## src/rtl/add_mul_pkg.sv

```systemverilog
// Shared types for the add/mul sharing controller.
// Operand width, operation codes and controller FSM states.
package add_mul_pkg;

  localparam int ADDMUL_W = 4;

  typedef enum logic {
    OP_ADD = 1'b0,
    OP_MUL = 1'b1
  } op_e;

  typedef enum logic [1:0] {
    IDLE,
    EXEC,
    RESP
  } ctrl_state_e;

endpackage

```

## src/rtl/add_mul_share_ctrl_rr_arb2.sv

```systemverilog
// Two-way round-robin arbiter: one-hot grant from the valids.
// The pointer moves to the losing side on every advance strobe.
module rr_arb2 (
  input  logic       clk,
  input  logic       rst_n,
  input  logic [1:0] i_valid,
  input  logic       i_adv,
  output logic [1:0] o_gnt
);

  logic r_ptr;

  always_comb begin
    o_gnt = 2'b00;
    unique case (i_valid)
      2'b01:   o_gnt = 2'b01;
      2'b10:   o_gnt = 2'b10;
      2'b11:   o_gnt = r_ptr ? 2'b10 : 2'b01;
      default: o_gnt = 2'b00;
    endcase
  end

  always_ff @(posedge clk) begin
    if (!rst_n) begin
      r_ptr <= 1'b0;
    end else if (i_adv) begin
      r_ptr <= o_gnt[0];
    end
  end

endmodule

```

## src/rtl/add_mul_share_ctrl.sv

```systemverilog
// Two-requester controller for a shared 4-bit add/mul unit.
// Define ADDMUL_PERF_CNT_EN to build saturating per-requester grant counters.
module add_mul_share_ctrl
  import add_mul_pkg::*;
#(
  parameter int W     = ADDMUL_W,
  parameter int CNT_W = 16
) (
  input  logic             clk,
  input  logic             rst_n,
  input  logic             req0_valid,
  output logic             req0_ready,
  input  logic             req0_op,
  input  logic [W-1:0]     req0_a,
  input  logic [W-1:0]     req0_b,
  input  logic             req1_valid,
  output logic             req1_ready,
  input  logic             req1_op,
  input  logic [W-1:0]     req1_a,
  input  logic [W-1:0]     req1_b,
  output logic             rsp0_valid,
  input  logic             rsp0_ready,
  output logic [2*W-1:0]   rsp0_data,
  output logic             rsp1_valid,
  input  logic             rsp1_ready,
  output logic [2*W-1:0]   rsp1_data,
  output logic [W-1:0]     dp_a,
  output logic [W-1:0]     dp_b,
  input  logic [2*W-1:0]   dp_mul,
  input  logic [W-1:0]     dp_add,
  output logic [CNT_W-1:0] perf_grant0,
  output logic [CNT_W-1:0] perf_grant1
);

  ctrl_state_e      r_state;
  op_e              r_op;
  logic             r_id;
  logic [W-1:0]     r_dp_a;
  logic [W-1:0]     r_dp_b;
  logic             r_rsp_valid;
  logic [2*W-1:0]   r_rsp_data;

  logic [1:0]       w_gnt;
  logic             w_idle;
  logic             w_accept;
  logic             w_rsp_ready;
  op_e              w_sel_op;
  logic [W-1:0]     w_sel_a;
  logic [W-1:0]     w_sel_b;

  rr_arb2 u_arb (
    .clk     (clk),
    .rst_n   (rst_n),
    .i_valid ({req1_valid, req0_valid}),
    .i_adv   (w_accept),
    .o_gnt   (w_gnt)
  );

  assign w_idle     = (r_state == IDLE);
  assign w_accept   = w_idle & (|w_gnt);
  assign req0_ready = w_idle & w_gnt[0];
  assign req1_ready = w_idle & w_gnt[1];

  always_comb begin
    w_sel_op = op_e'(req0_op);
    w_sel_a  = req0_a;
    w_sel_b  = req0_b;
    if (w_gnt[1]) begin
      w_sel_op = op_e'(req1_op);
      w_sel_a  = req1_a;
      w_sel_b  = req1_b;
    end
  end

  assign w_rsp_ready = r_id ? rsp1_ready : rsp0_ready;

  always_ff @(posedge clk) begin
    if (!rst_n) begin
      r_state     <= IDLE;
      r_op        <= OP_ADD;
      r_id        <= 1'b0;
      r_dp_a      <= '0;
      r_dp_b      <= '0;
      r_rsp_valid <= 1'b0;
      r_rsp_data  <= '0;
    end else begin
      unique case (r_state)
        IDLE: begin
          if (w_accept) begin
            r_id    <= w_gnt[1];
            r_op    <= w_sel_op;
            r_dp_a  <= w_sel_a;
            r_dp_b  <= w_sel_b;
            r_state <= EXEC;
          end
        end
        EXEC: begin
          // add result wraps to W bits; the carry is deliberately lost
          r_rsp_data  <= (r_op == OP_MUL) ? dp_mul : {{W{1'b0}}, dp_add};
          r_rsp_valid <= 1'b1;
          r_state     <= RESP;
        end
        RESP: begin
          if (w_rsp_ready) begin
            r_rsp_valid <= 1'b0;
            r_state     <= IDLE;
          end
        end
        default: r_state <= IDLE;
      endcase
    end
  end

  assign dp_a       = r_dp_a;
  assign dp_b       = r_dp_b;
  assign rsp0_valid = r_rsp_valid & ~r_id;
  assign rsp1_valid = r_rsp_valid & r_id;
  assign rsp0_data  = r_id ? '0 : r_rsp_data;
  assign rsp1_data  = r_id ? r_rsp_data : '0;

`ifdef ADDMUL_PERF_CNT_EN
  logic [CNT_W-1:0] r_perf0;
  logic [CNT_W-1:0] r_perf1;

  always_ff @(posedge clk) begin
    if (!rst_n) begin
      r_perf0 <= '0;
      r_perf1 <= '0;
    end else begin
      if (w_accept && w_gnt[0] && (r_perf0 != '1))
        r_perf0 <= r_perf0 + CNT_W'(1);
      if (w_accept && w_gnt[1] && (r_perf1 != '1))
        r_perf1 <= r_perf1 + CNT_W'(1);
    end
  end

  assign perf_grant0 = r_perf0;
  assign perf_grant1 = r_perf1;
`else
  assign perf_grant0 = '0;
  assign perf_grant1 = '0;
`endif

endmodule
```

## config.mk

```make
export PLATFORM = sky130hd
export DESIGN_NAME = add_mul_share_ctrl
export DESIGN_NICKNAME = d
export VERILOG_FILES = /design/src/rtl/add_mul_pkg.sv /design/src/rtl/add_mul_share_ctrl_rr_arb2.sv /design/src/rtl/add_mul_share_ctrl.sv
export SDC_FILE = /design/constraint.sdc
export NUM_CORES = 1
export LEC_CHECK = 0
export BUFFER_PORTS_ARGS = -buffer_cell sky130_fd_sc_hd__clkbuf_2
export CAP_MARGIN = 20
export CORE_MARGIN = 5
export CORE_UTILIZATION = 41
export CTS_BUF_LIST = sky130_fd_sc_hd__clkbuf_16
export DETAILED_ROUTE_END_ITERATION = 8
export GPL_TIMING_DRIVEN = 0
export PLACE_DENSITY_LB_ADDON = 0.3
export SETUP_SLACK_MARGIN = 0.02
export SYNTH_ARGS = -nofsm -noshare
export SYNTH_HDL_FRONTEND = slang
export SYNTH_HIERARCHICAL = 1
export SYNTH_SLANG_ARGS = --single-unit
```

## constraint.sdc

```tcl
create_clock -name clk -period 1.9 [get_ports clk]
set_input_delay 0.38 -clock clk [delete_from_list [all_inputs] [get_ports clk]]
set_output_delay 0.38 -clock clk [all_outputs]
set_load 0.05 [all_outputs]
```

Word-level counts from Yosys, hierarchy flattened
Cells that the tools add are included.

Flip-flop bits (word level): 22. Bits in latches: 0. Memory bits (writable): 0. Memory bits (read-only): 0. Input port bits: 36. Memories: 0.

Add/subtract/negate cells: 0. Multiply operators: 0. Divide/modulo/power cells: 0. Magnitude comparators: 0. Equal/unequal tests: 7. Shift-type cells: 0. Multiplexer cells: 14. Bitwise operators: 6. Reductions and logical operators: 6.

Operator list (count): 2-to-1 mux 8 bit (3); case mux 2 bit (3 select lines) (2); 2-to-1 mux 4 bit (2); equality test 2 bit (second input constant) (3); 2-to-1 mux 2 bit (3); AND reduction 2 bit (3); bitwise AND 1 bit (5); equality test 2 x 1 -> 1 bit (second input constant) (2); 2-to-1 mux 1 bit (3); logical NOT 2 bit (1); inequality test 2 x 1 -> 1 bit (second input constant) (1); inequality test 2 bit (second input constant) (1); case mux 1 bit (2 select lines) (1); nonzero test 2 bit (1); OR reduction 2 bit (1); inverter 1 bit (1).

Longest topological paths before layout
Gate-level depths: netlist of run 1.

Word-level depth: 6. Depth in mapped cells: 7. Depth with buffers taken out: 6.

Modules after synthesis
Netlist of run 1, hierarchy kept.

Modules (own cells, without submodules): add_mul_share_ctrl (instances 1, cells an instance 149, area each 1317.5 µm², seq. area each 420.4 µm²); rr_arb2 (instances 1, cells an instance 6, area each 60.1 µm², seq. area each 20.0 µm²).

Least setup slack after synthesis of run 1
Ideal clock, no wire load.

Path kind: register to output. Start: register r_id. End: output rsp0_data[6]. Data arrival time: 1321 ps. Setup slack: 199 ps. Cell stages (with the launch flop): 4. Buffers on the path: 2. Cell sequence: dfxtp_1 -> buf_2 -> clkbuf_1 -> nor2b_1.

Word-level cells in the longest chain between the ends: 1.

Ends and longest elaborated chain: from (decl) (line add_mul_share_ctrl.sv:37) `logic r_id;`; from (signal assigned) (line add_mul_share_ctrl.sv:90) `r_id <= w_gnt[1];`; 2-to-1 mux 8 bit (line add_mul_share_ctrl.sv:118) `assign rsp0_data = r_id ? '0 : r_rsp_data;`; to (decl) (line add_mul_share_ctrl.sv:23) `output logic [2*W-1:0] rsp0_data,`.

No other way between the ends.

Worst setup path in the final report of run 1
Start: register u_arb.r_ptr. End: output req1_ready.

Word-level cells in the longest chain between the ends: 3.

Ends and longest elaborated chain: from (decl) (line add_mul_share_ctrl_rr_arb2.sv:11) `logic r_ptr;`; from (signal assigned) (line add_mul_share_ctrl_rr_arb2.sv:27) `r_ptr <= o_gnt[0];`; 2-to-1 mux 2 bit (line add_mul_share_ctrl_rr_arb2.sv:18) `2'b11: o_gnt = r_ptr ? 2'b10 : 2'b01;`; case mux 2 bit (3 select lines) (line add_mul_share_ctrl_rr_arb2.sv:15) `unique case (i_valid)`; via w_gnt[1] (line add_mul_share_ctrl.sv:43) `logic [1:0] w_gnt;`; bitwise AND 1 bit (line add_mul_share_ctrl.sv:62) `assign req1_ready = w_idle & w_gnt[1];`; to (decl) (line add_mul_share_ctrl.sv:17) `output logic req1_ready,`.

The timed path passes the listed nets, and every way through them passes these cells.

==> results of run 1 <==
per-stage QoR:
step / instance area (µm²) / instances / setup WS (ns) / hold WS, ns / utilization, %
finish: 1970 / 298 / 0.154 / 0.385 / 60.0
global route: 1970 / 298 / 0.0713 / 0.389 / 60.0
CTS: 1950 / 297 / 0.0296 / 0.379 / 59.4
detailed placement: 1870 / 295 / 0.0268 / 0.461 / 56.8
global placement: 1870 / 295 / 0.0369 / 0.447 / 56.8
floorplan: 1490 / 186 / 0.199 / 0.435 / -
worst paths after layout:
kind                            slack [ns]                         end                  startpoint
worst max register to register        0.38           r_op$_SDFFE_PN0P_    u_arb/r_ptr$_SDFFE_PN0P_
worst min register to register        0.47  r_rsp_data[4]$_SDFFE_PN0P_  r_rsp_data[4]$_SDFFE_PN0P_
worst min-delay path                  0.39  r_rsp_data[5]$_SDFFE_PN0P_                   dp_mul[5]
worst max-delay path                  0.15                  req1_ready    u_arb/r_ptr$_SDFFE_PN0P_
state kept, by name (all words and copies together), names as in the netlist:
name	flops
dp_a	4
dp_b	4
r_id	1
r_op	1
r_rsp_data	8
r_rsp_valid	1
r_state	2
u_arb/r_ptr	1
what timing repair did:
| action | in CTS | in global routing |
|---|---|---|
| hold buffers | 0 | 0 |
| endpoints found under the setup margin | 11 | 2 |
| gates resized for setup | 4 | 4 |
| buffers inserted | 0 | 1 |
| pin swaps | 0 | 0 |
worst register-to-register path: cells and delay by family, from the launching register on:
family	cells	cell delay [ns]
buffers and inverters	3	0.39
flip-flops	1	0.36
AO/OA/AOI/OAI	2	0.36
multiplexers	1	0.22
AND/OR/NAND/NOR	1	0.09
placed cells by master (no fill, tap or decap), types with 8 or more instances in the layout:
master    instances
and2_1           12
buf_4            34
clkbuf_2         61
conb_1           32
dfxtp_1          22
mux2i_1          14
nand2_1           8
nand3_1          13
nor2b_1           9
o211a_1          13
routing by layer:
metal | global-route usage [%] | wire [µm]
met1 | 16.5 | 1390
met2 | 21.1 | 1340
met3 | 3.94 | 419
met4 | 4.47 | 28
met5 | 0 | 0
cell type report:
class / count / area [µm²] / area share [%]
sequential: 22 / 440 / 22.4
clock buffer: 3 / 75.1 / 3.81
buffer: 41 / 293 / 14.9
inverter: 1 / 3.75 / 0.191
tap: 46 / 57.6 / 2.92
timing repair buffer: 64 / 334 / 17.0
multi-input combinational: 121 / 766 / 38.9
cells by family (layout without fill, tap and decap cells):
| kind of cell | Yosys count | after routing | synth area share, % |
|---|---|---|---|
| buf+inv | 43 | 109 | 21.4 |
| flops | 22 | 22 | 32.0 |
| other cells | 1 | 32 | 0.272 |
| compound gates | 26 | 26 | 16.3 |
| simple gates | 49 | 49 | 19.8 |
| mux | 14 | 14 | 10.2 |
power by group:
part / leakage (nW) / total [mW] / internal (mW) / switching [mW]
clock: 0.0370 / 0.425 / 0.277 / 0.148
sequential: 0.181 / 0.543 / 0.511 / 0.0321
combinational: 0.948 / 0.645 / 0.206 / 0.439
==> flow_metrics.tcl, run 1 <==
set metrics [dict create \
    dp_hpwl_um 2700 \
    h-tree-depth 1 \
    period_needed_ns 1.75 \
    crit_slowest_cell "dfxtp_1" \
    drcViolationCount 0 \
    dr_total_vias 1237 \
    reg2reg_depth 7 \
    worstPathArrival_ns 1.37 \
    rsz0062_at_grt "false" \
    power_density_nw_per_um2 819 \
    cts_tree "yes" \
    io_buffers 63 \
    status "complete, no violations" \
    cpLargestDelayFamily "buffers and inverters" \
    power_mw 1.61 \
    critPathKind "flip-flop to output port" \
    seq_area_frac_synth_pct 32.0 \
    dr.pass1.iters 4 \
    clockBufferDepth 2 \
    grt_overflow 0 \
    numCtsBuffers 3 \
    crit_cells 5 \
    fmax_ghz 0.573 \
    finalSetupViolCount 0 \
    crit_fanout 3 \
    core_area_um2 3280 \
    grt_max_degree 20 \
    postRouteAntennaNets 0 \
    start_util_pct 41.9 \
    yosys.cell_count.top_type "buf_4" \
    grt_pass1_vias 1088 \
    path_clk_slew_ns 0.06 \
    leakagePower_nw 1.17 \
    synth_top_area_share_pct 32.0 \
    yosys_register_bits 22 \
    path_cells "inv_1, a21boi_0, buf_4, and2_1, clkbuf_8" \
    fp.dieH_um 68.0 \
    syn_inst 155 \
    avgSynthCellArea_um2 8.89 \
    start_kind "flip-flop" \
    fill_cells 303 \
    cp.required_ns 1.52 \
    fin_setup_tns_ns 0 \
    grt_pass1_wl_um 4660 \
    clockRootBuffer "clkbuf_16" \
    track_usage_pct 13.1 \
    clock_latency_ns 0.25 \
    async_flop_share_pct 0 \
    slew_viol_final 0 \
    drive_above_1_share_pct 42.5 \
    end_kind "output port" \
    cpPeakStageDelay_ns 0.36 \
    synth_top_cell_by_area "dfxtp_1" \
    syn_area_um2 1380 \
    min_path_cells 3 \
    synth_edf_count 0 \
    min_path_type "input pin to flip-flop" \
    finalClockSkew_ns 0.00316 \
    yosysWarnings 6 \
    yosys-top-cells-area "dfxtp_1, buf_4, mux2i_1, o211a_1, and2_1" \
    yosysUniqueCellTypes 27 \
    drt_iter0_markers 37 \
    fp.dieArea_um2 4620 \
    rows 21 \
    wirelength_um 3180 \
    io_pins 96 \
    synth_common_cells "buf_4, dfxtp_1, mux2i_1, nand3_1, o211a_1" \
    worst-path-buf-inv 3 \
    wl_per_cell_um 10.7 \
    ir_drop_uv 361 \
    hold_violations 0 \
    nets 290 \
    antenna_found_initial 0 \
    max-cap-violations 0 \
    synthToLayoutAreaGrowth_pct 43.0 \
    synthFlopType "dfxtp_1" \
    place.gp.congestion 0.686 \
    num_antenna_cells 0 \
    cts.sinks 22 \
    die_x_um 68.0 \
    vias_per_cell 4.15 \
    finalCritPeriodShare_pct 91.9 \
]
Note: power is estimated with default switching activity, not from simulation.
==> run 2, diff against run 1 <==
--- a/config.mk
+++ b/config.mk
@@ -6,7 +6,6 @@
 export NUM_CORES = 1
 export LEC_CHECK = 0
 export BUFFER_PORTS_ARGS = -buffer_cell sky130_fd_sc_hd__clkbuf_2
-export CAP_MARGIN = 20
 export CORE_MARGIN = 5
 export CORE_UTILIZATION = 41
 export CTS_BUF_LIST = sky130_fd_sc_hd__clkbuf_16
==> constraint.sdc (replaced) <==
create_clock -name clk -period 1.8 [get_ports clk]
set_input_delay 0.36 -clock clk [delete_from_list [all_inputs] [get_ports clk]]
set_output_delay 0.36 -clock clk [all_outputs]
set_load 0.05 [all_outputs]
==> run 2 against run 1 <==
Hold slack worse by 0.020 ns. Die area unchanged. Count of clock-buffer cells in the layout did not move. Clock skew barely moved.
==> flow_metrics.tcl, run 2 (synthesis results as in run 1) <==
set metrics [dict create \
    finalSetupViolCount 0 \
    hold_violations 0 \
    max-cap-violations 0 \
    vias_per_cell 4.19 \
    rows 21 \
    clockRootBuffer "clkbuf_16" \
    critical_path.most_common_cell "clkbuf_4" \
    postRouteAntennaNets 0 \
    rsz0062_at_grt "true" \
    reg2reg_to "r_op$_SDFFE_PN0P_" \
    drcViolationCount 0 \
    clock_latency_ns 0.25 \
    end_kind "output port" \
    fmax_ghz 0.581 \
    path_clk_slew_ns 0.06 \
    period_needed_ns 1.72 \
    drive_above_1_share_pct 42.5 \
    start_kind "flip-flop" \
    fp.dieH_um 68.0 \
    critPathKind "flip-flop to output port" \
    start_util_pct 41.9 \
    clockBufferDepth 2 \
    fill_cells 302 \
    leakagePower_nw 1.17 \
    status "complete, no violations" \
    antenna_found_initial 0 \
    dp_hpwl_um 2700 \
    r2r-start "u_arb/r_ptr$_SDFFE_PN0P_" \
    io_pins 96 \
    seqCellArea_um2 440 \
    min_path_type "input pin to flip-flop" \
    reg2reg_depth 7 \
    nets 290 \
    dr_total_vias 1250 \
    cts_tree "yes" \
    min_to "r_rsp_data[5]$_SDFFE_PN0P_" \
    power_density_nw_per_um2 865 \
    finalCritPeriodShare_pct 95.6 \
    die_x_um 68.0 \
    multi_input_area_um2 766 \
    worstPathArrival_ns 1.36 \
    min_path_cells 3 \
    cp.required_ns 1.44 \
    final_common_cell "clkbuf_2" \
    wl_per_cell_um 10.8 \
    finalHoldWorstSlack_ns 0.365 \
    ir_drop_uv 376 \
    numCtsBuffers 3 \
    path_cells "nor2_4, clkbuf_4, and2_1, clkbuf_4" \
    regMostFlops "r_rsp_data" \
    min_from "dp_mul[5]" \
    crit_slowest_cell "dfxtp_1" \
    fin_cells 298 \
    reg2reg_slack_ns 0.29 \
    grt_pass1_vias 1088 \
    cpPeakStageDelay_ns 0.36 \
    largest_reg_flops 8 \
    finalClockSkew_ns 0.00353 \
    grt_overflow 0 \
    num_antenna_cells 0 \
    drt_iter0_markers 28 \
    cts.sinks 22 \
    core_area_um2 3280 \
    wirelength_um 3230 \
    crit_fanout 10 \
    synthToLayoutAreaGrowth_pct 43.2 \
    power_mw 1.71 \
    track_usage_pct 13.1 \
    fp.dieArea_um2 4620 \
    grt_max_degree 20 \
    grt_pass1_wl_um 4660 \
    slew_viol_final 0 \
    fin_setup_tns_ns 0 \
    dp.cells 295 \
    place.gp.congestion 0.686 \
    io_buffers 63 \
    dr.pass1.iters 4 \
    h-tree-depth 1 \
    final_cell_mix "clkbuf_2, buf_4, conb_1" \
]
-- run 2: cell counts in the layout (fill, tap and decap cells not counted) --
No cell type changed its count.
-- run 2: timing repair --
action                     CTS  global route
resized for setup            6             3
setup endpoints to repair   11             2
hold buffers                 0             0
pin swaps                    0             0
buffers inserted             0             1
-- run 2: power by group --
part           total (mW)  internal, mW  switching [mW]
registers           0.573         0.539          0.0338
logic               0.685         0.219           0.466
clock network       0.450         0.293           0.157
total                1.71          1.05           0.656
-- run 2: layout make-up --
cell class | instances | share of cell area, %
Tap cell | 46 | 2.92
Buffer | 41 | 15.0
Clock buffer | 3 | 3.80
Sequential cell | 22 | 22.3
Inverter | 1 | 0.190
Timing Repair Buffer | 64 | 16.9
Multi-Input combinational cell | 121 | 38.8
-- run 2: worst max path at each step --
| stage | depth (start not counted) | slack [ns] | to | startpoint |
|---|---|---|---|---|
| global route | 4 | -0.006 | req0_ready | r_state[1]$_SDFFE_PN0P_ |
| global placement | 5 | -0.02 | req1_ready | req1_valid |
| finish | 4 | 0.08 | req0_ready | r_state[1]$_SDFFE_PN0P_ |
| detailed placement | 5 | -0.03 | req1_ready | req1_valid |
| floorplan | 3 | 0.12 | rsp0_data[6] | r_id$_SDFFE_PN0P_ |
| CTS | 5 | 0.02 | req1_ready | u_arb/r_ptr$_SDFFE_PN0P_ |
-- run 2: layer usage --
layer,wire (µm),GRT usage [%]
met5,0,0
met2,1370,21.1
met1,1400,16.5
met3,430,3.94
met4,26,4.47
-- run 2: worst max-delay path, delay by kind of cell (launching register included) --
kind                   cells  cell delay [ns]
DFF                        1             0.36
buffers and inverters      2             0.44
and+or+nand+nor            2             0.31
-- run 2: through the flow --
stage / setup slack, ns / utilization [%] / area [µm²]
2_1_floorplan: 0.119 / - / 1490
3_3_place_gp: -0.0231 / 56.8 / 1870
3_5_place_dp: -0.0332 / 56.8 / 1870
4_1_cts: 0.0205 / 59.5 / 1950
5_1_grt: -0.00556 / 60.1 / 1970
6_report: 0.0799 / 60.1 / 1970
==> run 3, diff against run 2 <==
==> constraint.sdc (replaced) <==
create_clock -name clk -period 1.8 [get_ports clk]
set_input_delay 0.18 -clock clk [delete_from_list [all_inputs] [get_ports clk]]
set_output_delay 0.18 -clock clk [all_outputs]
set_load 0.05 [all_outputs]
==> run 3 against run 2 <==
Final area down 1.0%. Setup slack gained 0.071 ns. Critical path depth is the same. Highest routed layer unchanged. Via count shrank 0.88%. Wire length fell by 1.6%. Count of clock-buffer cells in the layout unchanged. Register-to-register slack is essentially flat. Hold slack lost 0.18 ns. Power is 0.56% lower. Cell count did not move.
==> flow_metrics.tcl, run 3 (synthesis results as in run 1) <==
set metrics [dict create \
    status "complete, no violations" \
    max-cap-violations 0 \
    postRouteAntennaNets 0 \
    crit_start "r_state[1]$_SDFFE_PN0P_" \
    nets 290 \
    grt_pass1_wl_um 4620 \
    dp_hpwl_um 2700 \
    cts.sinks 22 \
    cts_tree "yes" \
    final_cell_mix "clkbuf_2, buf_4, conb_1" \
    min_from "dp_mul[5]" \
    largest_reg_flops 8 \
    layout_setup_ws_ns 0.151 \
    cp.required_ns 1.62 \
    fill_cells 305 \
    finish.utilization_pct 59.5 \
    reg2reg_depth 7 \
    fin_cells 298 \
    wl_per_cell_um 10.6 \
    dr.pass1.iters 4 \
    period_needed_ns 1.65 \
    worst-path-buf-inv 2 \
    hold_violations 0 \
    seqCellArea_um2 440 \
    io_buffers 63 \
    numCtsBuffers 3 \
    finalClockSkew_ns 0.00329 \
    drive_above_1_share_pct 42.5 \
    path_cells "nor2_2, buf_2, and2_1, clkbuf_2" \
    drcViolationCount 0 \
    crit_slowest_cell "dfxtp_1" \
    track_usage_pct 12.9 \
    grt_pass1_vias 1080 \
    crit_fanout 10 \
    r2r-start "u_arb/r_ptr$_SDFFE_PN0P_" \
    min_path_type "input pin to flip-flop" \
    start_kind "flip-flop" \
    grt_max_degree 12 \
    min_path_cells 3 \
    dr_total_vias 1239 \
    die_x_um 68.0 \
    worstPathArrival_ns 1.47 \
    crit_cells 4 \
    fp.dieArea_um2 4620 \
    wirelength_um 3170 \
    ir_drop_uv 380 \
    slew_viol_final 0 \
    start_util_pct 41.9 \
    clockRootBuffer "clkbuf_16" \
    multi_input_area_um2 761 \
    rows 21 \
    vias_per_cell 4.16 \
    cpLargestDelayFamily "buffers and inverters" \
    finalSetupViolCount 0 \
    path_clk_slew_ns 0.06 \
    regMostFlops "r_rsp_data" \
    antenna_found_initial 0 \
    io_pins 96 \
    cpPeakStageDelay_ns 0.34 \
    rsz0062_at_grt "false" \
    dp.cells 295 \
    core_area_um2 3280 \
    clock_latency_ns 0.25 \
    final_common_cell "clkbuf_2" \
    power_density_nw_per_um2 869 \
    grt_overflow 0 \
    power_mw 1.70 \
    num_antenna_cells 0 \
    fin_setup_tns_ns 0 \
    synthToLayoutAreaGrowth_pct 41.8 \
    place_ws_ns 0.250 \
    fmax_ghz 0.606 \
    clockBufferDepth 2 \
    end_kind "output port" \
    leakagePower_nw 1.16 \
    critPathKind "flip-flop to output port" \
    place.gp.congestion 0.686 \
    cts_hold_buffers 0 \
    fp.dieH_um 68.0 \
    finalCritPeriodShare_pct 91.6 \
    drt_iter0_markers 29 \
    h-tree-depth 1 \
]
## run 3: cell count changes in the layout (fill, tap and decap cells not counted), sizes merged
cell,before,now
buf,38,39
clkbuf,70,69
## run 3: path summary, 6_finish.rpt
kind                                                   end  slack (ns)
worst max-delay path                            req0_ready        0.15
worst min-delay path            r_rsp_data[5]$_SDFFE_PN0P_        0.18
worst max register to register           r_op$_SDFFE_PN0P_        0.28
worst min register to register  r_rsp_data[4]$_SDFFE_PN0P_        0.47
## run 3: layer usage
metal | wire length, µm | up-vias | track usage [%] | share of wire (%)
met5 | 0 | - | 0 | 0
met4 | 23 | 0 | 4.47 | 0.72
met3 | 418 | 4 | 3.78 | 13
met2 | 1330 | 64 | 20.6 | 42
met1 | 1400 | 513 | 16.6 | 44
li1 | - | 658 | - | -
## run 3: layout make-up
class,count,area share [%]
Multi-Input combinational cell,121,38.9
Sequential cell,22,22.5
Timing Repair Buffer,64,16.7
Buffer,41,14.9
Clock buffer,3,3.84
Tap cell,46,2.95
Inverter,1,0.192
## run 3: power breakdown
| group | internal (mW) | switching [mW] | total (mW) |
|---|---|---|---|
| clock network | 0.293 | 0.159 | 0.452 |
| logic | 0.211 | 0.463 | 0.675 |
| registers | 0.539 | 0.0324 | 0.572 |
## run 3: what timing repair did
action | in CTS | in global routing
setup buffers | 0 | 1
endpoints found under the setup margin | 1 | 11
gates resized for setup | 1 | 3
## run 3: worst reg2reg max path: cells and delay by family, from the launching register on
| family | cells | cell delay [ns] |
|---|---|---|
| AND/OR/NAND/NOR | 1 | 0.09 |
| AO/OA/AOI/OAI | 2 | 0.36 |
| multiplexers | 1 | 0.22 |
| buffers and inverters | 3 | 0.39 |
| flip-flops | 1 | 0.36 |
## run 3: stage by stage
stage	area, µm²	hold slack, ns
global route	1950	0.189
finish	1950	0.183
floorplan	1490	0.322
CTS	1940	0.179
global placement	1870	0.442
detailed placement	1870	0.441
